`src/rtl/booth_seq_mult.sv`:
```
// booth_seq_mult: sequential radix-2 Booth signed multiplier, one Booth step per clock
module booth_seq_mult #(
  parameter int WIDTH = 8
) (
  input  logic                 clk,
  input  logic                 rst,
  input  logic                 start,
  input  logic [WIDTH-1:0]     mcand,
  input  logic [WIDTH-1:0]     mplier,
  output logic                 busy,
  output logic                 done,
  output logic [2*WIDTH-1:0]   product
);
  localparam int CW = $clog2(WIDTH + 1);
  typedef enum logic [1:0] {IDLE, RUN, DONE} state_t;
  state_t nxt;
  state_t state;
  logic [WIDTH:0] a;
  logic [WIDTH:0] mx;
  logic [WIDTH:0] sum;
  logic [WIDTH:0] an;
  logic [WIDTH-1:0] q;
  logic [WIDTH-1:0] qn;
  logic qm1;
  logic [CW-1:0] cnt;
  always_ff @(posedge clk) state <= rst ? IDLE : nxt;
  always_comb begin
    nxt = state == IDLE ? (start ? RUN : IDLE) :
          state == RUN  ? (cnt == CW'(1) ? DONE : RUN) : IDLE;
    busy = state == RUN;
    done = state == DONE;
    // mx is one bit wider than the operand so negating -2^(WIDTH-1) cannot overflow
    sum = {q[0], qm1} == 2'b10 ? a - mx :
          {q[0], qm1} == 2'b01 ? a + mx : a;
    an = {sum[WIDTH], sum[WIDTH:1]};
    qn = {sum[0], q[WIDTH-1:1]};
  end
  always_ff @(posedge clk) begin
    if (rst) begin
      a       <= '0;
      q       <= '0;
      qm1     <= 1'b0;
      mx      <= '0;
      cnt     <= '0;
      product <= '0;
    end else if (state == IDLE && start) begin
      a   <= '0;
      q   <= mplier;
      qm1 <= 1'b0;
      mx  <= {mcand[WIDTH-1], mcand};
      cnt <= CW'(WIDTH);
    end else if (state == RUN) begin
      a   <= an;
      q   <= qn;
      qm1 <= q[0];
      cnt <= cnt - CW'(1);
      if (cnt == CW'(1)) product <= {an[WIDTH-1:0], qn};
    end
  end
endmodule

```
`config.mk`:
```
export PLATFORM = sky130hd
export DESIGN_NAME = booth_seq_mult
export DESIGN_NICKNAME = d
export VERILOG_FILES = /design/src/rtl/booth_seq_mult.sv
export SDC_FILE = /design/constraint.sdc
export NUM_CORES = 1
export LEC_CHECK = 0
export CORE_MARGIN = 8
export CORE_UTILIZATION = 31
export CTS_BUF_LIST = sky130_fd_sc_hd__clkbuf_16
export DETAILED_ROUTE_END_ITERATION = 16
export PLACE_DENSITY_LB_ADDON = 0.25
export SLEW_MARGIN = 20
export SYNTH_ARGS = -nofsm -noshare
export SYNTH_HDL_FRONTEND = slang
export SYNTH_SLANG_ARGS = --single-unit
```
`constraint.sdc`:
```
create_clock -name clk -period 3.5 [get_ports clk]
set_input_delay 0.35 -clock clk [delete_from_list [all_inputs] [get_ports clk]]
set_output_delay 0.35 -clock clk [all_outputs]
set_load 0.02 [all_outputs]
```
# Word-level counts from Yosys, hierarchy flattened

Index checks and enable logic that the tools add are counted.

Output and inout port bits: 18
Memory bits (writable): 0
Memories kept: 0
Bits in latches: 0
Input port bits: 19
Word-level logic and storage cells: 32
Memory bits (read-only): 0
Bits in registers: 47

Reduce and logical (&&, ||, !) cells: 5
Mux-type cells: 10
Equal/unequal tests: 5
Add/sub/neg operators: 3
Shift operators: 0
Divide/modulo/power cells: 0
$mul: 0
Bitwise logic cells: 1
$lt $le $gt $ge: 0

Operators by type and width:

| operator                                         | count |
|---|---|
| two-way mux 9 bit                                | 2 |
| two-way mux 8 bit                                | 2 |
| adder 8 x 8 -> 9 bit                             | 1 |
| subtractor 8 x 8 -> 9 bit                        | 1 |
| two-way mux 4 bit                                | 2 |
| two-way mux 2 bit                                | 3 |
| == test 2 x 1 -> 1 bit, second input constant    | 2 |
| == test 2 bit, second input constant             | 2 |
| == test 4 x 1 -> 1 bit, second input constant    | 1 |
| subtractor 4 x 1 -> 4 bit, second input constant | 1 |
| AND reduction 3 bit                              | 1 |
| logical NOT 2 bit                                | 1 |
| nonzero test 2 bit                               | 1 |
| OR reduction 2 bit                               | 1 |
| logical AND 1 bit                                | 1 |
| two-way mux 1 bit                                | 1 |
| NOT 1 bit                                        | 1 |

# Longest topological paths before layout

Depth after elaboration: 5
Depth in mapped cells: 9
Mapped depth without buffers: 9

# Least setup slack after synthesis

Ideal clock, no wire load.

Path type: reg-to-reg
Start: register mx[1]
End: register product[12]
Library setup time: 0.134 ns
Buffers on the path: 0
Clock period less this slack: 2.071 ns
Slack: 1.429 ns
Data arrival time: 1.937 ns
Stages on the path, launching flop included: 9
Cell sequence: dfxtp_1 > inv_1 > ha_1 > nor2b_1 > o311ai_2 > mux2_1 > a211o_1 > a22oi_2 > a211oi_1

Longest elaborated chain between the ends: 3
Elaborated cells on any way between the ends: 4

Ends and longest elaborated chain:

| item                   | RTL line | RTL |
|---|---|---|
| start, declared        | 19       | `logic [WIDTH:0] mx;` |
| start signal, assigned | 50       | `mx <= {mcand[WIDTH-1], mcand};` |
| adder 8 x 8 -> 9 bit   | 34       | `{q[0], qm1} == 2'b01 ? a + mx : a;` |
| two-way mux 9 bit      | 34       |  |
| two-way mux 9 bit *    | 33       | `sum = {q[0], qm1} == 2'b10 ? a - mx :` |
| end signal, assigned   | 57       | `if (cnt == CW'(1)) product <= {an[WIDTH-1:0], qn};` |
| end, declared          | 12       | `output logic [2*WIDTH-1:0] product` |

Mark *: on every way between the ends. The rest lies on a longest branch, timed or not.
A chain may end at the register's enable or synchronous reset.

# Worst setup path in the final report

Start: register state[0]
End: output port busy

Longest elaborated chain between the ends: 1

Ends and longest elaborated chain:

| item                   | RTL line | RTL |
|---|---|---|
| start, declared        | 17       | `state_t state;` |
| start signal, assigned | 26       | `always_ff @(posedge clk) state <= rst ? IDLE : nxt;` |
| == test 2 x 1 -> 1 bit | 30       | `busy = state == RUN;` |
| end, declared          | 10       | `output logic busy,` |

Every way passes these cells.

==> metrics.yaml <==
p_comb_share_pct: 22.0
cts_buffer_depth: 2
setup_viol: 0
die_width_um: 112
end_kind: "output port"
clockRootBuffer: "clkbuf_16"
rsz0062_at_grt: "no"
internal_power_w: 0.00104
core_area_um2: 9060
clock_skew_ns: 0.00609
grt_pass1_wl_mm: 12.8
seq_area_frac_synth_pct: 33.2
crit_path_start_kind: "register"
synth_fa_ha_area_share_pct: 9.36
num_vias: 2510
ys_ff_latch: 47
worstPathCellList: "nand2b_1 -> inv_1 -> clkdlybuf4s50_1"
ys.flop_type: "dfxtp_1"
max_slew_margin_pct: 41.1
synth_top_cell_area_share_pct: 33.2
postCtsResizedCells: 0
required_ns: 3.15
ys_types: 59
synthXorXnorAreaFrac_pct: 3.40
clk_latency_ns: 0.29
cpPeakStageDelay_ns: 0.67
dieArea_um2: 12500
io_buffer_count: 36
outcome: "finished, final reports clean"
drt-total-wl_mm: 7.54
leakage_nw: 1.27
htree_num_levels: 2
synthSimpleGateAreaFrac_pct: 22.3
via_per_inst: 5.00
cts_tree: "done"
final_antenna_net_count: 0
switching_share_pct: 29.4
synth_edf_count: 0
synth_top_family_by_area: "compound AO/OA/AOI/OAI gates"
critPathArrivalTime_ns: 2.28
p_per_area_nw_per_um2: 430
ys_warn_count: 0
first_global_vias: 2500
initial_core_util_pct: 31.3
layout_commonest_cell: "nand2_1"
synthArstFlopShare_pct: 0
worst_pin_slew_ns: 0.882
critPathMaxFanout: 18
routedWlPerCell_um: 15.0
synthesis.nets: 407
synth_compound_area_share_pct: 23.4
hpwl_mm: 5.61
design_area_um2: 3410
antenna-diode-count: 0
antenna_found_initial: 0
synth.area.top_cells: "dfxtp_1, a21oi_1, ha_1, nand2_1, nor2_1"
gp_congestion: 0.820
ios: 37
drtIter0Drc: 144
clk_pin_slew_ns: 0.06
grt_use_total_pct: 12.5
grt_max_degree: 24
post-route-period-util_pct: 75.2
grt_remaining_overflow: 0
drive_gt1_share_pct: 5.12
cts_setup_buffers: 0
fin_util_pct: 37.7
max_cap_violations: 0
drtPass1Iterations: 4
syn_to_final_growth_pct: 20.4
max_clock_freq_ghz: 0.380
synthCells: 368
yosysTopAreaCell: "dfxtp_1"
layout_common_cells: "nand2_1, a21oi_1, dfxtp_1, nor2_1, clkdlybuf4s50_1"
whs_ns: 0.453
vdd_drop_max_uv: 248
tns_ns: 0
p_switching_w: 0.000431
final_max_slew_viol_count: 0
synth.area.mux_share_pct: 1.10
syn_area_um2: 2840
period_needed_ns: 2.63
place_area_um2: 3250
cts_sinks: 47
cts_buffers: 5
drc: 0
cpMaxStageDelayCell: "clkdlybuf4s50_1"
die_height_um: 112
hold_class: "register to register"
seqPwrFrac_pct: 41.0
hold_buffers: 0
num_rows: 35
clkPwrFrac_pct: 37.0
hold_violations: 0
synth_area_per_cell_um2: 7.70
total_power_w: 0.00147
critical_path_class: "register to output port"
nNetsFinal: 430
==> power groups by stage <==
stage	sequential (W)	combinational (W)	clock (W)
6_report	0.000603	0.000323	0.000544
5_1_grt	0.000609	0.000359	0.000577
4_1_cts	0.000603	0.000325	0.000552
3_5_place_dp	0.000615	0.000322	0
3_3_place_gp	0.000615	0.000322	0
2_1_floorplan	0.000599	0.000249	0
==> critical path, delay by kind of cell, from the launching register on <==
| family | cells | cell delay (ns) |
|---|---|---|
| buffers and inverters | 2 | 0.98 |
| flip-flops | 1 | 0.66 |
| AND/OR/NAND/NOR | 1 | 0.35 |
==> cells in the mapped netlist (8+ instances only) <==
| cell type | n |
|---|---|
| dfxtp_1 | 47 |
| inv_1 | 24 |
| clkbuf_1 | 10 |
| nand2_1 | 52 |
| nor3b_1 | 9 |
| ha_1 | 18 |
| buf_2 | 12 |
| nor2_1 | 40 |
| o21ai_0 | 10 |
| a21oi_1 | 47 |
| a211oi_1 | 8 |
| nor3_1 | 8 |
==> worst paths after layout <==
check	startpoint	end	slack [ns]	cells after the start
setup reg to reg	state[0]$_SDFF_PP0_	product[15]$_SDFFE_PP0P_	1.12	5
hold reg to reg	product[9]$_SDFFE_PP0P_	product[9]$_SDFFE_PP0P_	0.45	2
setup / recovery	state[0]$_SDFF_PP0_	busy	0.87	3
hold / removal	product[9]$_SDFFE_PP0P_	product[9]$_SDFFE_PP0P_	0.45	2
==> final cells by class <==
| cell class | count | area (um^2) |
|---|---|---|
| clock buffer | 5 | 125 |
| clock inverter | 2 | 37.5 |
| fill | 938 | 5650 |
| inverter | 25 | 93.8 |
| multi-input combinational | 272 | 1690 |
| sequential | 47 | 941 |
| tap | 111 | 139 |
| timing repair buffer | 40 | 390 |
==> per-stage QoR <==
step,setup WS [ns],cells
6_report,0.868,502
5_1_grt,0.688,502
4_1_cts,0.832,502
3_5_place_dp,1.12,495
3_3_place_gp,1.11,495
2_1_floorplan,1.43,368
==> sequential cells by signal, summed over array words and instances, names as in the netlist <==
| signal | count |
|---|---|
| product | 16 |
| a | 8 |
| mx | 8 |
| qm1 | 1 |
| cnt | 4 |
| q | 8 |
| state | 2 |
==> cell families after synthesis <==
| logic type | count (synthesis) |
|---|---|
| AO/OA/AOI/OAI | 100 |
| XOR/XNOR | 11 |
| adder cells (fa/ha/maj) | 20 |
| buffers and inverters | 49 |
| flip-flops | 47 |
| multiplexers | 3 |
| AND/OR/NAND/NOR | 138 |
==> per-layer routing <==
layer	up-vias	part of all wire, %	global-route usage [%]
li1	1305	-	-
met1	1149	47	15.3
met2	50	48	21.0
met3	6	4.6	3.14
met4	0	0.90	3.83
met5	-	0	0
No activity file was read; power rests on OpenSTA's default activity.
